[src/rtl/tohost_monitor_pkg.sv]
// Shared definitions for the tohost monitor: verdict state encodings and tohost constants.
package tohost_monitor_pkg;

   typedef enum logic [2:0] {
      StRun     = 3'd0,
      StPass    = 3'd1,
      StFail    = 3'd2,
      StTimeout = 3'd3,
      StSyserr  = 3'd4
   } state_e;

   localparam logic [31:0] TohostPass        = 32'h1;
   localparam logic [31:0] DefaultTohostAddr = 32'h0000_1000;

endpackage

[src/rtl/tohost_monitor_sat_counter.sv]
// Up-counter with synchronous clear that sticks at all-ones instead of wrapping.
module tohost_monitor_sat_counter #(
   parameter int unsigned Width = 32
) (
   input  logic             clk,
   input  logic             clr,
   input  logic             en,
   output logic [Width-1:0] q
);

   always_ff @(posedge clk) begin
      if (clr) begin
         q <= '0;
      end else if (en && (q != '1)) begin
         q <= q + Width'(1);
      end
   end

endmodule

[src/rtl/tohost_monitor.sv]
// Passive riscv-tests tohost observer: decodes the end-of-test store and a watchdog into a
// sticky, registered verdict. Never drives the memory bus.
module tohost_monitor
   import tohost_monitor_pkg::*;
#(
   parameter logic [31:0] TOHOST_ADDR = DefaultTohostAddr,
   parameter int unsigned TIMEOUT     = 5000,
   parameter int unsigned CNT_W       = 32
) (
   input  logic             clk,
   input  logic             rst,
   input  logic             mem_we,
   input  logic [31:0]      mem_addr,
   input  logic [31:0]      mem_wdata,
   input  logic [3:0]       mem_wstrb,
   output logic             done,
   output logic             pass,
   output logic             fail,
   output logic             timeout,
   output logic             syscall_err,
   output logic [30:0]      fail_testnum,
   output logic [CNT_W-1:0] cycles
);

   state_e state_q;
   logic   run;
   logic   hit;
   logic   hit_verdict;
   logic   wd_expire;

   assign run = (state_q == StRun);
   assign hit = mem_we && (mem_addr == TOHOST_ADDR);

   // A zero write is a hit but yields no verdict, so it must not mask the watchdog.
   assign hit_verdict = hit && ((mem_wstrb != 4'hf) || (mem_wdata != '0));
   assign wd_expire   = (TIMEOUT != 0) && (64'(cycles) == (64'(TIMEOUT) - 64'd1));

   tohost_monitor_sat_counter #(
      .Width (CNT_W)
   ) u_cycles (
      .clk (clk),
      .clr (rst),
      .en  (run && !hit_verdict && !wd_expire),
      .q   (cycles)
   );

   always_ff @(posedge clk) begin
      if (rst) begin
         state_q      <= StRun;
         done         <= 1'b0;
         pass         <= 1'b0;
         fail         <= 1'b0;
         timeout      <= 1'b0;
         syscall_err  <= 1'b0;
         fail_testnum <= '0;
      end else if (run) begin
         if (hit && (mem_wstrb != 4'hf)) begin
            state_q     <= StSyserr;
            syscall_err <= 1'b1;
            done        <= 1'b1;
         end else if (hit && (mem_wdata == TohostPass)) begin
            state_q <= StPass;
            pass    <= 1'b1;
            done    <= 1'b1;
         end else if (hit && mem_wdata[0]) begin
            state_q      <= StFail;
            fail         <= 1'b1;
            done         <= 1'b1;
            fail_testnum <= mem_wdata[31:1];
         end else if (hit && (mem_wdata != '0)) begin
            state_q     <= StSyserr;
            syscall_err <= 1'b1;
            done        <= 1'b1;
         end else if (wd_expire) begin
            state_q <= StTimeout;
            timeout <= 1'b1;
            done    <= 1'b1;
         end
      end
   end

endmodule
[config.mk]
export PLATFORM = sky130hd
export DESIGN_NAME = tohost_monitor
export DESIGN_NICKNAME = d
export VERILOG_FILES = /design/src/rtl/tohost_monitor_pkg.sv /design/src/rtl/tohost_monitor_sat_counter.sv /design/src/rtl/tohost_monitor.sv
export SDC_FILE = /design/constraint.sdc
export NUM_CORES = 1
export LEC_CHECK = 0
export ABC_AREA = 1
export ABC_CLOCK_PERIOD_IN_PS = 2200
export BUFFER_PORTS_ARGS = -buffer_cell sky130_fd_sc_hd__buf_2
export CORE_AREA = 2 2 94 96
export DETAILED_ROUTE_END_ITERATION = 7
export DIE_AREA = 0 0 96 98
export PLACE_DENSITY_LB_ADDON = 0.3
export SLEW_MARGIN = 20
export SYNTH_ARGS = -nofsm -noshare
export SYNTH_HDL_FRONTEND = slang
export SYNTH_SLANG_ARGS = --single-unit
[constraint.sdc]
create_clock -name clk -period 2.2 [get_ports clk]
set_clock_uncertainty 0.15 [all_clocks]
set_input_delay 0.22 -clock clk [delete_from_list [all_inputs] [get_ports clk]]
set_output_delay 0.22 -clock clk [all_outputs]
set_load 0.02 [all_outputs]
==> impl_table.tex, run 1 <==
\begin{tabular}{lr}
\hline
Metric & Value \\
\hline
\multicolumn{2}{l}{\textbf{Status}} \\
Outcome & complete, no violations \\
\multicolumn{2}{l}{\textbf{Logic synthesis}} \\
Asr flop ratio synth & 0\% \\
EDFF count, synth & 0 \\
Most frequent cells after synthesis & nand2\_1, nor2\_1, nand3\_1 \\
Synth Area per Inst & 6.36 sq um \\
Top FF cell, synth & dfxtp\_1 \\
Total standard cell area after synthesis & 0.00409 sq mm \\
Total of flip-flops plus latches after synthesis & 71 \\
Fraction of post-synthesis cell area in the top cell type by area & 34.8\% \\
Yosys warning count & 0 \\
Register area share after synthesis & 34.8\% \\
Count leader, synth & nand2\_1 \\
Post-Synthesis Net Count & 715 \\
Unique cell type count in the Yosys netlist & 31 \\
Most area-hungry cell type in the Yosys netlist & dfxtp\_1 \\
Most area-consuming cells after synthesis & dfxtp\_1, nand2\_1, nand3\_1 \\
Gate count of the mapped netlist & between 600 and 700 \\
\multicolumn{2}{l}{\textbf{Placement}} \\
Global placement routability congestion & 0.892 \\
Placement Setup Slack & 0.149 ns \\
Placed standard-cell area & 0.00507 sq mm \\
Dpl hpwl & around 9500 um \\
IO buf count & 138 \\
\multicolumn{2}{l}{\textbf{Routing}} \\
Routed len/inst & 14.8 um \\
Number of remaining DRC errors & 0 \\
DRT Pass-1 Iters & 5 \\
Number of DRC markers in iteration 0 & approximately 270 \\
Post-detailed-route via-to-cell ratio & 5.24 \\
Number of vias after detailed routing & 4958 \\
Detailed Route WL & 14000 um \\
Number of antenna-violating nets in the routed design & 0 \\
\multicolumn{2}{l}{\textbf{GRT}} \\
GRT Util Overall & 30.0\% \\
Wire length of the first global-routing pass & around 22000 um \\
Number of antenna violations at the first check in global routing & 0 \\
Largest net degree at the start of global routing & 66 \\
Via count of the first global-routing pass & between 4000 and 5000 \\
Remaining global-route overflow & 0 \\
\multicolumn{2}{l}{\textbf{Layout}} \\
Final-stage net count & 906 \\
Area added between synthesis and finish & 40.3\% \\
Antenna Cells & 0 \\
Proportion of layout cells with a drive suffix above 1 & 26.7\% \\
Final non-filler cell area & 0.00573 sq mm \\
\multicolumn{2}{l}{\textbf{Timing}} \\
Final hold violations & 0 \\
Transition time at the pin with the least slew margin & 0.384 ns \\
Worst max-slew margin expressed relative to the limit & 74.2\% \\
Hold\_ws & 0.165 ns \\
Min cycle time layout & $\sim$2.1 ns \\
Max Slew Vio Count & 0 \\
Number of endpoints failing setup at the final stage & 0 \\
Ratio of final minimum period to clock period & around 97\% \\
Fin Setup TNS & 0 ns \\
Fmax achieved & 467 MHz \\
Worst path setup slack after routing & 0.0570 ns \\
\multicolumn{2}{l}{\textbf{Clock network}} \\
Later-pin clock latency in the skew report & between 0.3 and 0.4 ns \\
Clock Tree Buf Depth & 2 \\
Maximum level of the CTS H-tree & 3 \\
Clock tree from TritonCTS & done \\
Total clock sinks & 71 \\
Cts bufs inserted & 9 \\
Clock Tree Root & clkbuf\_8 \\
Register clock-pin slew on the reported worst setup and hold paths & 0.09 ns \\
\multicolumn{2}{l}{\textbf{Worst setup path}} \\
Worst setup path category & primary input to flop \\
Kind of end point of the critical path & flop \\
Kind of cell adding the most delay to the critical path & buffers and inverters \\
Critical Path AT & 2.30 ns \\
Critical path fanouts, max & 6 \\
Count of buffering cells on the critical path with inverters included & 4 \\
Data required time at the worst endpoint & 2.35 ns \\
Slowest stage delay, CP & 0.57 ns \\
List of cells traversed by the critical path & dlygate4sd3\_1 > buf\_2 > nor2\_2 > nand4\_1 > nor2\_2 > nand2\_2 > nand2\_2 > nand2\_2 > nor2\_4 > buf\_12 > clkbuf\_16 > nand3\_1 > a21oi\_2 \\
Worst path most repeated cell & nand2\_2 \\
Type of origin of the critical path & primary input \\
Max stage delay cell, worst path & dlygate4sd3\_1 \\
\multicolumn{2}{l}{\textbf{Power and ir drop}} \\
Pwr Total & 2.53 mW \\
Lkg Pwr & 2.61 nW \\
Peak ir drop on the vdd network & 328 uV \\
Pwr per Cell Area & 442 mW/mm\^{}2 \\
\multicolumn{2}{l}{\textbf{Floorplanning}} \\
Initial Util & 48.3\% \\
Die Width & 96 um \\
Vertical die dimension & 98 um \\
Die Footprint & 0.00941 sq mm \\
I/O pin total & 139 \\
Rows & 34 \\
Area of the placeable core & 0.00847 sq mm \\
\multicolumn{2}{l}{\textbf{Job}} \\
MaxCap Viol Count & 0 \\
\multicolumn{2}{l}{\textbf{Min path}} \\
Worst hold-check path type & primary input to flop \\
\hline
\end{tabular}
==> path summary, 6_finish.rpt <==
kind | slack (ns) | to | startpoint | cells past startpoint
worst min register to register | 0.30 | timeout | timeout | 2
worst max register to register | 0.15 | u_cycles.q[12] | u_cycles.q[4] | 12
worst min-delay path | 0.17 | state_q[0] | mem_wdata[0] | 5
worst max-delay path | 0.06 | u_cycles.q[27] | mem_wdata[23] | 13
==> routing by layer <==
| metal | track usage (%) | vias to the layer above | wire length, um |
|---|---|---|---|
| met5 | 0 | - | 0 |
| li1 | - | 2457 | - |
| met2 | 51.3 | 186 | 7080 |
| met3 | 8.26 | 33 | 929 |
| met1 | 34.0 | 2282 | 5570 |
| met4 | 13.7 | 0 | 413 |
==> cell type report <==
type                    instances  area, sq um
well taps                     108          135
inverters                      67          251
fillers                       722         2730
clock buffers                   9          124
multi-input cells             481         2360
clock inverters                 7         60.1
flip-flops and latches         71         1420
repair buffers                204         1380
==> worst reg2reg max path: stages (launching register included) <==
cell,delay (ns)
dfxtp_1,0.33
inv_1,0.13
nand2_1,0.08
nor3_1,0.27
nand3_1,0.12
nor2_1,0.11
nand2_1,0.12
nand2_2,0.12
nor2_4,0.06
buf_12,0.15
nand2_4,0.14
nand2_1,0.08
a21oi_1,0.14
==> stage by stage <==
step	cells	util [%]
after floorplan	643	-
after global placement	896	59.8
after detailed placement	896	59.8
after CTS	943	65.7
after global routing	947	67.7
final	947	67.7
==> flip-flops by register name, summed over array words and instances (netlist names) <==
signal	flops
u_cycles.q	32
fail_testnum	31
state_q	3
done	1
fail	1
pass	1
syscall_err	1
timeout	1
==> power breakdown <==
| part | internal (mW) | switching (mW) | leakage [nW] |
|---|---|---|---|
| Combinational | 0.113 | 0.108 | 1.95 |
| Clock | 0.428 | 0.591 | 0.0848 |
| Sequential | 1.29 | 0.00589 | 0.573 |
| Total | 1.83 | 0.705 | 2.61 |
==> kinds of logic (layout without fill, tap and decap cells) <==
group	Yosys count	after routing	share of synthesized area (%)
flip-flops	71	71	34.8
XOR/XNOR	18	18	3.86
adder cells (fa/ha/maj)	1	1	0.306
buffers and inverters	92	287	9.58
AND/OR/NAND/NOR	388	389	42.5
AO/OA/AOI/OAI	73	73	9.00
==> layout by cell type, fill, tap and decap left out, types with 2 or more instances in the layout <==
cell | Yosys | layout
buf_4 | 7 | 27
buf_6 | 2 | 2
clkbuf_16 | 0 | 2
xor2_1 | 12 | 12
buf_12 | 0 | 5
o21ai_0 | 2 | 2
dfxtp_1 | 71 | 70
nor2_4 | 3 | 3
nor3_1 | 11 | 10
dlygate4sd3_1 | 0 | 31
inv_6 | 0 | 3
a21oi_2 | 0 | 3
nand2_1 | 151 | 147
nor3_2 | 2 | 3
nand3b_1 | 2 | 2
buf_2 | 4 | 136
inv_1 | 66 | 66
nor2_1 | 99 | 92
nor2_2 | 4 | 11
nand3_1 | 86 | 85
a21oi_1 | 69 | 66
nand4_1 | 20 | 20
clkbuf_8 | 0 | 9
nand2_4 | 1 | 2
nand2_2 | 3 | 6
xnor2_1 | 6 | 6
clkinvlp_4 | 0 | 3
==> timing repair <==
| action | 4_1_cts | 5_1_grt |
|---|---|---|
| buffers inserted | 0 | 3 |
| hold buffers | 31 | 0 |
| gates resized for setup | 0 | 24 |
| endpoints found under the hold margin | 31 | 0 |
| endpoints found under the setup margin | 0 | 63 |
Note: power is estimated with default switching activity, not from simulation.
==> inputs of run 2 (changes only) <==
- CAP_MARGIN: unset -> 30
- PLACE_DENSITY_LB_ADDON: 0.3 -> 0.08
==> run 2 against run 1 <==
Net effect:
- register-to-register slack is essentially flat
- sequential share of layout area grew 0.64 points
- sequential power is essentially flat
- core utilization shrank 1.8 points
- final cell count shrank 1.5%
- sequential cell count is the same
- hold slack lost 0.16 ns
- clock-buffer cell count is the same
- combinational power shrank 5%
- wire length shrank 9.7%
- largest cell class unchanged
==> impl_table.tex, run 2 (same netlist as run 1, synthesis figures left out) <==
\begin{tabular}{lr}
\hline
Metric & Value \\
\hline
\multicolumn{2}{l}{\textbf{Floorplanning}} \\
Initial Util & 48.3\% (unchanged) \\
Die Width & 96 um (unchanged) \\
Vertical die dimension & 98 um (unchanged) \\
Area of the placeable core & 0.00847 sq mm (unchanged) \\
I/O pin total & 139 (unchanged) \\
Rows & 34 (unchanged) \\
Die Footprint & 0.00941 sq mm (unchanged) \\
\multicolumn{2}{l}{\textbf{Timing}} \\
Fmax achieved & 471 MHz (+1.0\%) \\
Ratio of final minimum period to clock period & 96.4\% (-0.97 points) \\
Number of endpoints failing setup at the final stage & 0 (unchanged) \\
Max Slew Vio Count & 0 (unchanged) \\
Unrepaired setup endpoints after global routing & yes \\
Min cycle time layout & 2.12 ns (-0.0214 ns) \\
Transition time at the pin with the least slew margin & 0.690 ns (+0.305 ns) \\
Worst max-slew margin expressed relative to the limit & 54.0\% (-20 points) \\
Final hold violations & 0 (unchanged) \\
\multicolumn{2}{l}{\textbf{GRT}} \\
Largest net degree at the start of global routing & 65 (-1.5\%) \\
Remaining global-route overflow & 0 (unchanged) \\
GRT Util Overall & 27.5\% (-2.5 points) \\
Wire length of the first global-routing pass & 20800 um (-6.2\%) \\
Number of antenna violations at the first check in global routing & 0 (unchanged) \\
Via count of the first global-routing pass & 4636 (-4.5\%) \\
\multicolumn{2}{l}{\textbf{Layout}} \\
Proportion of layout cells with a drive suffix above 1 & 25.1\% (-1.6 points) \\
Highest-count cells in the layout ignoring fill and taps & nand2\_1, buf\_2, nor2\_1 \\
Total area of sequential cells & 0.00142 sq mm (about the same) \\
Most frequent standard cell in the layout excluding fill and tap cells & nand2\_1 \\
Number of flip-flops under the largest register name & 32 (unchanged) \\
Final non-filler cell area & 0.00558 sq mm (-2.6\%) \\
Largest Register & u\_cycles.q \\
Area added between synthesis and finish & 36.6\% \\
Multi-input gate area & 0.00232 sq mm (-1.5\%) \\
Top Registers & u\_cycles.q x32, fail\_testnum x31, state\_q x3 \\
Fillers & 791 (+9.6\%) \\
Antenna Cells & 0 (unchanged) \\
Final-stage net count & 892 (-1.5\%) \\
Final standard cell count with taps included and fillers excluded & 933 (-1.5\%) \\
\multicolumn{2}{l}{\textbf{Routing}} \\
Number of vias after detailed routing & 4777 (-3.7\%) \\
Number of antenna-violating nets in the routed design & 0 (unchanged) \\
Routed len/inst & 13.6 um (-8.3\%) \\
Number of remaining DRC errors & 0 (unchanged) \\
DRT Pass-1 Iters & 5 (unchanged) \\
Number of DRC markers in iteration 0 & 152 (-43\%) \\
Post-detailed-route via-to-cell ratio & 5.12 (-2.2\%) \\
Detailed Route WL & 12600 um (-9.7\%) \\
\multicolumn{2}{l}{\textbf{Worst setup path}} \\
Data required time at the worst endpoint & 2.34 ns (about the same) \\
Internal reg-to-reg setup slack & 0.16 ns (about the same) \\
Type of origin of the critical path & primary input \\
Kind of end point of the critical path & flop \\
Critical path fanouts, max & 20 (+14) \\
Critical Path AT & 2.26 ns (-0.04 ns) \\
Worst setup path category & primary input to flop \\
\multicolumn{2}{l}{\textbf{Clock network}} \\
Clock Tree Root & clkbuf\_8 \\
Later-pin clock latency in the skew report & 0.36 ns (about the same) \\
Total clock sinks & 71 (unchanged) \\
Clock Tree Buf Depth & 2 (unchanged) \\
Clock tree from TritonCTS & done \\
Maximum level of the CTS H-tree & 3 (unchanged) \\
Register clock-pin slew on the reported worst setup and hold paths & 0.09 ns (about the same) \\
Cts bufs inserted & 9 (unchanged) \\
\multicolumn{2}{l}{\textbf{Placement}} \\
Placed standard-cell area & 0.00496 sq mm (-2.0\%) \\
Global placement routability congestion & 0.964 (+8.1\%) \\
Inst Count DP & 884 (-1.3\%) \\
IO buf count & 138 (unchanged) \\
Dpl hpwl & 8870 um (-6.4\%) \\
\multicolumn{2}{l}{\textbf{Power and ir drop}} \\
Pwr per Cell Area & 451 mW/mm\^{}2 (+1.9\%) \\
Internal Dissipation & 1.83 mW (about the same) \\
Lkg Pwr & 2.53 nW (-2.9\%) \\
Sequential cell fraction of total power & 51.4\% (+0.3 points) \\
Sw frac & 27.3\% (-0.49 points) \\
Peak ir drop on the vdd network & 350 uV (+6.6\%) \\
Clock power frac & 40.2\% (about the same) \\
Switching component of the power & 0.687 mW (-2.5\%) \\
Combinational share of power & 8.4\% (-0.3 points) \\
\multicolumn{2}{l}{\textbf{Min path}} \\
Worst hold-check path type & primary input to flop \\
\multicolumn{2}{l}{\textbf{Status}} \\
Outcome & complete, no violations \\
\multicolumn{2}{l}{\textbf{Job}} \\
MaxCap Viol Count & 0 (unchanged) \\
\hline
\end{tabular}
run 2: changes by cell type in the layout (fill, tap and decap cells not counted), sizes merged:
cell / delta
buf: -12
dlygate4sd3: -2
clkbuf: +1
clkinv: +1
clkinvlp: -1
nand2: -1
run 2: power by group through the flow:
stage          logic, mW  registers (mW)  clock network [mW]
6_report           0.210            1.29                1.01
4_1_cts            0.205            1.29                1.04
2_1_floorplan     0.0653            1.33                   0
5_1_grt            0.235            1.30                1.10
3_5_place_dp       0.166            1.32                   0
3_3_place_gp       0.164            1.32                   0
run 2: routing by layer:
metal | routed length (um) | vias up | GRT usage, %
met5 | 0 | - | 0
met3 | 776 | 28 | 5.56
met4 | 346 | 0 | 11.3
met2 | 6440 | 147 | 47.4
met1 | 5080 | 2170 | 32.8
li1 | - | 2432 | -
run 2: worst max-delay path, stage by stage:
cell	delay [ns]
dlygate4sd3_1	0.54
buf_2	0.14
inv_1	0.05
nand2_1	0.07
nor2_1	0.12
nand2_1	0.06
nor2_1	0.14
nand2_2	0.09
nand2_2	0.09
nand2_2	0.06
nor2_4	0.12
buf_12	0.15
clkbuf_16	0.19
nand3_1	0.08
a21oi_1	0.14
run 2: worst paths after layout:
check	from	end	cells past startpoint
worst min-delay path	mem_wdata[9]	fail_testnum[8]	3
worst max register to register	u_cycles.q[4]	u_cycles.q[9]	12
worst max-delay path	mem_wdata[2]	u_cycles.q[14]	15
worst min register to register	fail	fail	2
run 2: layout make-up:
type                    instances  area share (%)
repair buffers                191            22.7
inverters                      67            4.50
well taps                     108            2.42
clock inverters                 7            1.10
flip-flops and latches         71            25.5
multi-input cells             480            41.6
clock buffers                   9            2.22
run 2: timing repair:
item	CTS	global route
resized for setup	0	15
hold buffers	29	0
endpoints found under the hold margin	29	0
endpoints found under the setup margin	0	41
setup buffers	0	1
run 2: stage by stage:
stage	setup TNS (ns)	power (mW)	utilization (%)	hold slack, ns	setup WS [ns]
after detailed placement	0	1.49	58.6	0.288	0.141
after floorplan	0	1.40	-	0.235	0.146
after CTS	0	2.53	64.2	0.000811	0.0375
final	0	2.52	65.9	0.00689	0.0784
after global routing	-0.0332	2.64	65.9	0.0212	-0.0142
after global placement	0	1.49	58.6	0.286	0.155
==> inputs of run 3 (changes only) <==
- ABC_CLOCK_PERIOD_IN_PS: 2200 -> 1750
- CORE_AREA: 2 2 94 96 -> 2 2 98 100
- DIE_AREA: 0 0 96 98 -> 0 0 100 102
- RECOVER_POWER: unset -> 100
- clock period: 2.2 -> 1.75 ns (I/O delays scaled with it)
==> run 3 against run 2 <==
Net effect:
- the run now ends with negative setup slack left
- critical path depth shrank 6
- register-to-register slack worse by 0.34 ns
- hold slack gained 0.027 ns
- sequential cell count is the same
- combinational power is 50% higher
- via count rose by 16%
- die area up 8.4%
- final cell count increased by 12%
- first-iteration DRC count up 140%
- non-clock buffer count grew 108
- power up 30%
- clock-buffer cell count did not move
- largest cell class unchanged
==> impl_table.tex, run 3 (same netlist as run 1, synthesis figures left out) <==
\begin{tabular}{lr}
\hline
Metric & Value \\
\hline
\multicolumn{2}{l}{\textbf{GRT}} \\
Gr busiest metal & met2 \\
Wire length of the first global-routing pass & 23600 um (+14\%) \\
Number of antenna violations at the first check in global routing & 0 (unchanged) \\
Remaining global-route overflow & 0 (unchanged) \\
Met3 layer usage reported by global route & 6.16\% (+0.60 points) \\
Met1 usage in global routing & 30.6\% (-2.1 points) \\
GRT Util Overall & 29.0\% (+1.5 points) \\
M2 GR Usage & 53.5\% (+6.2 points) \\
Via count of the first global-routing pass & 5395 (+16\%) \\
Largest net degree at the start of global routing & 54 (-17\%) \\
\multicolumn{2}{l}{\textbf{Clock network}} \\
Later-pin clock latency in the skew report & 0.37 ns (about the same) \\
Clock Tree Buf Depth & 2 (unchanged) \\
Maximum level of the CTS H-tree & 3 (unchanged) \\
Total clock sinks & 71 (unchanged) \\
Cts bufs inserted & 9 (unchanged) \\
Register clock-pin slew on the reported worst setup and hold paths & 0.10 ns (about the same) \\
Clock Tree Root & clkbuf\_8 \\
Clock tree from TritonCTS & done \\
\multicolumn{2}{l}{\textbf{Timing}} \\
Min cycle time layout & 1.93 ns \\
Worst path setup slack after routing & -0.179 ns (-0.257 ns) \\
Number of endpoints failing setup at the final stage & 32 (+32) \\
Max Slew Vio Count & 0 (unchanged) \\
Transition time at the pin with the least slew margin & 0.336 ns (-0.354 ns) \\
Ratio of final minimum period to clock period & 110\% \\
Unrepaired setup endpoints after global routing & yes \\
Fmax achieved & 518 MHz \\
Worst max-slew margin expressed relative to the limit & 77.4\% (+23 points) \\
Final hold violations & 0 (unchanged) \\
\multicolumn{2}{l}{\textbf{Layout}} \\
Highest-count cells in the layout ignoring fill and taps & nand2\_1, buf\_4, buf\_2 \\
Number of flip-flops under the largest register name & 32 (unchanged) \\
Fraction of the core area covered by cells at the end of the flow & 75.4\% (+9.4 points) \\
Final non-filler cell area & 0.00686 sq mm (+23\%) \\
Area added between synthesis and finish & 68.0\% \\
Most frequent standard cell in the layout excluding fill and tap cells & nand2\_1 \\
Largest Register & u\_cycles.q \\
Proportion of layout cells with a drive suffix above 1 & 41.0\% (+16 points) \\
Antenna Cells & 0 (unchanged) \\
Final-stage net count & 1003 (+12\%) \\
Top Registers & u\_cycles.q x32, fail\_testnum x31, state\_q x3 \\
\multicolumn{2}{l}{\textbf{Worst setup path}} \\
List of cells traversed by the critical path & nand2\_1 > nor2\_1 > nand2\_1 > buf\_4 > nor2\_1 > nand2\_1 > xnor2\_2 > nand3\_2 > a21oi\_1 \\
Internal reg-to-reg setup slack & -0.18 ns (-0.34 ns) \\
Max stage delay cell, worst path & dfxtp\_1 \\
Kind of end point of the critical path & flop \\
Worst setup path category & flop to flop \\
Critical Path AT & 2.08 ns (-0.18 ns) \\
Data required time at the worst endpoint & 1.90 ns (-0.44 ns) \\
Worst path most repeated cell & nand2\_1 \\
Critical path fanouts, max & 5 (-75\%) \\
Slowest stage delay, CP & 0.49 ns (-0.05 ns) \\
Type of origin of the critical path & flop \\
\multicolumn{2}{l}{\textbf{Power and ir drop}} \\
Switching component of the power & 0.931 mW (+35\%) \\
Peak ir drop on the vdd network & 441 uV (+26\%) \\
Pwr per Cell Area & 475 mW/mm\^{}2 (+5.4\%) \\
Lkg Pwr & 3.09 nW (+22\%) \\
Combinational share of power & 9.6\% (+1.2 points) \\
Sw frac & 28.6\% (+1.2 points) \\
Sequential cell fraction of total power & 49.8\% (-1.6 points) \\
Internal Dissipation & 2.33 mW (+27\%) \\
Clock power frac & 40.5\% (+0.3 points) \\
\multicolumn{2}{l}{\textbf{Routing}} \\
Number of remaining DRC errors & 0 (unchanged) \\
DRT Pass-1 Iters & 6 (+1) \\
Number of vias after detailed routing & 5547 (+16\%) \\
Routed len/inst & 15.5 um (+15\%) \\
Number of antenna-violating nets in the routed design & 0 (unchanged) \\
Post-detailed-route via-to-cell ratio & 5.30 (+3.5\%) \\
Detailed Route WL & 16300 um (+29\%) \\
Number of DRC markers in iteration 0 & 368 (+140\%) \\
\multicolumn{2}{l}{\textbf{Floorplanning}} \\
Die Footprint & 0.0102 sq mm (+8.4\%) \\
Initial Util & 44.9\% (-3.4 points) \\
Rows & 35 (+2.9\%) \\
I/O pin total & 139 (unchanged) \\
Area of the placeable core & 0.00911 sq mm (+7.6\%) \\
Vertical die dimension & 102 um (+4.1\%) \\
Die Width & 100 um (+4.2\%) \\
\multicolumn{2}{l}{\textbf{Placement}} \\
Dpl hpwl & 9990 um (+13\%) \\
Global placement routability congestion & 0.953 (-1.1\%) \\
Placed standard-cell area & 0.00580 sq mm (+17\%) \\
IO buf count & 138 (unchanged) \\
Placement Setup Slack & -0.179 ns (-0.319 ns) \\
\multicolumn{2}{l}{\textbf{Status}} \\
Violated checks & negative setup slack \\
Outcome & finished with violations \\
\multicolumn{2}{l}{\textbf{Min path}} \\
Worst hold-check path type & primary input to flop \\
\multicolumn{2}{l}{\textbf{Job}} \\
MaxCap Viol Count & 0 (unchanged) \\
\hline
\end{tabular}
## run 3: changes by cell type in the layout (fill, tap and decap cells not counted), moves of 8 or more
cell,delta
dfxtp_2,+16
nand3_2,+19
nand2_2,+8
buf_6,+9
nor2_1,-12
buf_2,-36
a21oi_2,+13
nand3_1,-20
a21oi_1,-13
nand2_1,-11
dfxtp_1,-22
dlygate4sd3_1,-11
buf_4,+103
clkbuf_1,+36
## run 3: routing by layer
| metal | part of all wire [%] | up-vias |
|---|---|---|
| met1 | 38 | 2562 |
| met3 | 6.3 | 83 |
| met5 | 0 | - |
| met4 | 5.2 | 0 |
| met2 | 50 | 241 |
| li1 | - | 2661 |
## run 3: power by group through the flow
stage	Combinational, mW	Clock (mW)	Sequential [mW]
2_1_floorplan	0.0849	0	1.68
3_3_place_gp	0.259	0	1.67
3_5_place_dp	0.266	0	1.67
4_1_cts	0.301	1.34	1.62
5_1_grt	0.348	1.39	1.63
6_report	0.314	1.32	1.62
## run 3: final cells by class
class,instances,area [sq um]
multi-input combinational,483,2690
fill,717,2240
timing repair buffer,299,2130
sequential,71,1460
inverter,67,251
tap,111,139
clock buffer,9,124
clock inverter,7,60.1
## run 3: through the flow
stage | hold slack, ns | total power, mW | std cells | setup TNS [ns]
2_1_floorplan | 0.190 | 1.76 | 643 | -0.207
3_3_place_gp | 0.287 | 1.93 | 988 | -5.70
3_5_place_dp | 0.288 | 1.93 | 988 | -8.56
4_1_cts | 0.0101 | 3.26 | 1037 | -1.53
5_1_grt | 0.0428 | 3.37 | 1047 | -6.54
6_report | 0.0336 | 3.26 | 1047 | -4.23
## run 3: path summary, 6_finish.rpt
check	endpoint	startpoint	depth (start not counted)
worst max-delay path	u_cycles.q[31]	u_cycles.q[19]	9
worst min-delay path	u_cycles.q[17]	rst	2
worst max register to register	u_cycles.q[31]	u_cycles.q[19]	9
worst min register to register	timeout	timeout	2
## run 3: what timing repair did
action / in CTS / in global routing
endpoints found under the setup margin: 32 / 34
buffers inserted: 11 / 5
pin swaps: 16 / 33
hold buffers: 18 / 0
hold endpoints to repair: 18 / 0
cloned: 4 / 6
gates resized for setup: 65 / 57
## run 3: critical path: cells and delay by family (launching register included)
kind	cells	cell delay [ns]
AOI/OAI and AO/OA	1	0.11
and+or+nand+nor	6	0.81
xor gates and xnor gates	1	0.16
DFF	1	0.49
buffers and inverters	1	0.15
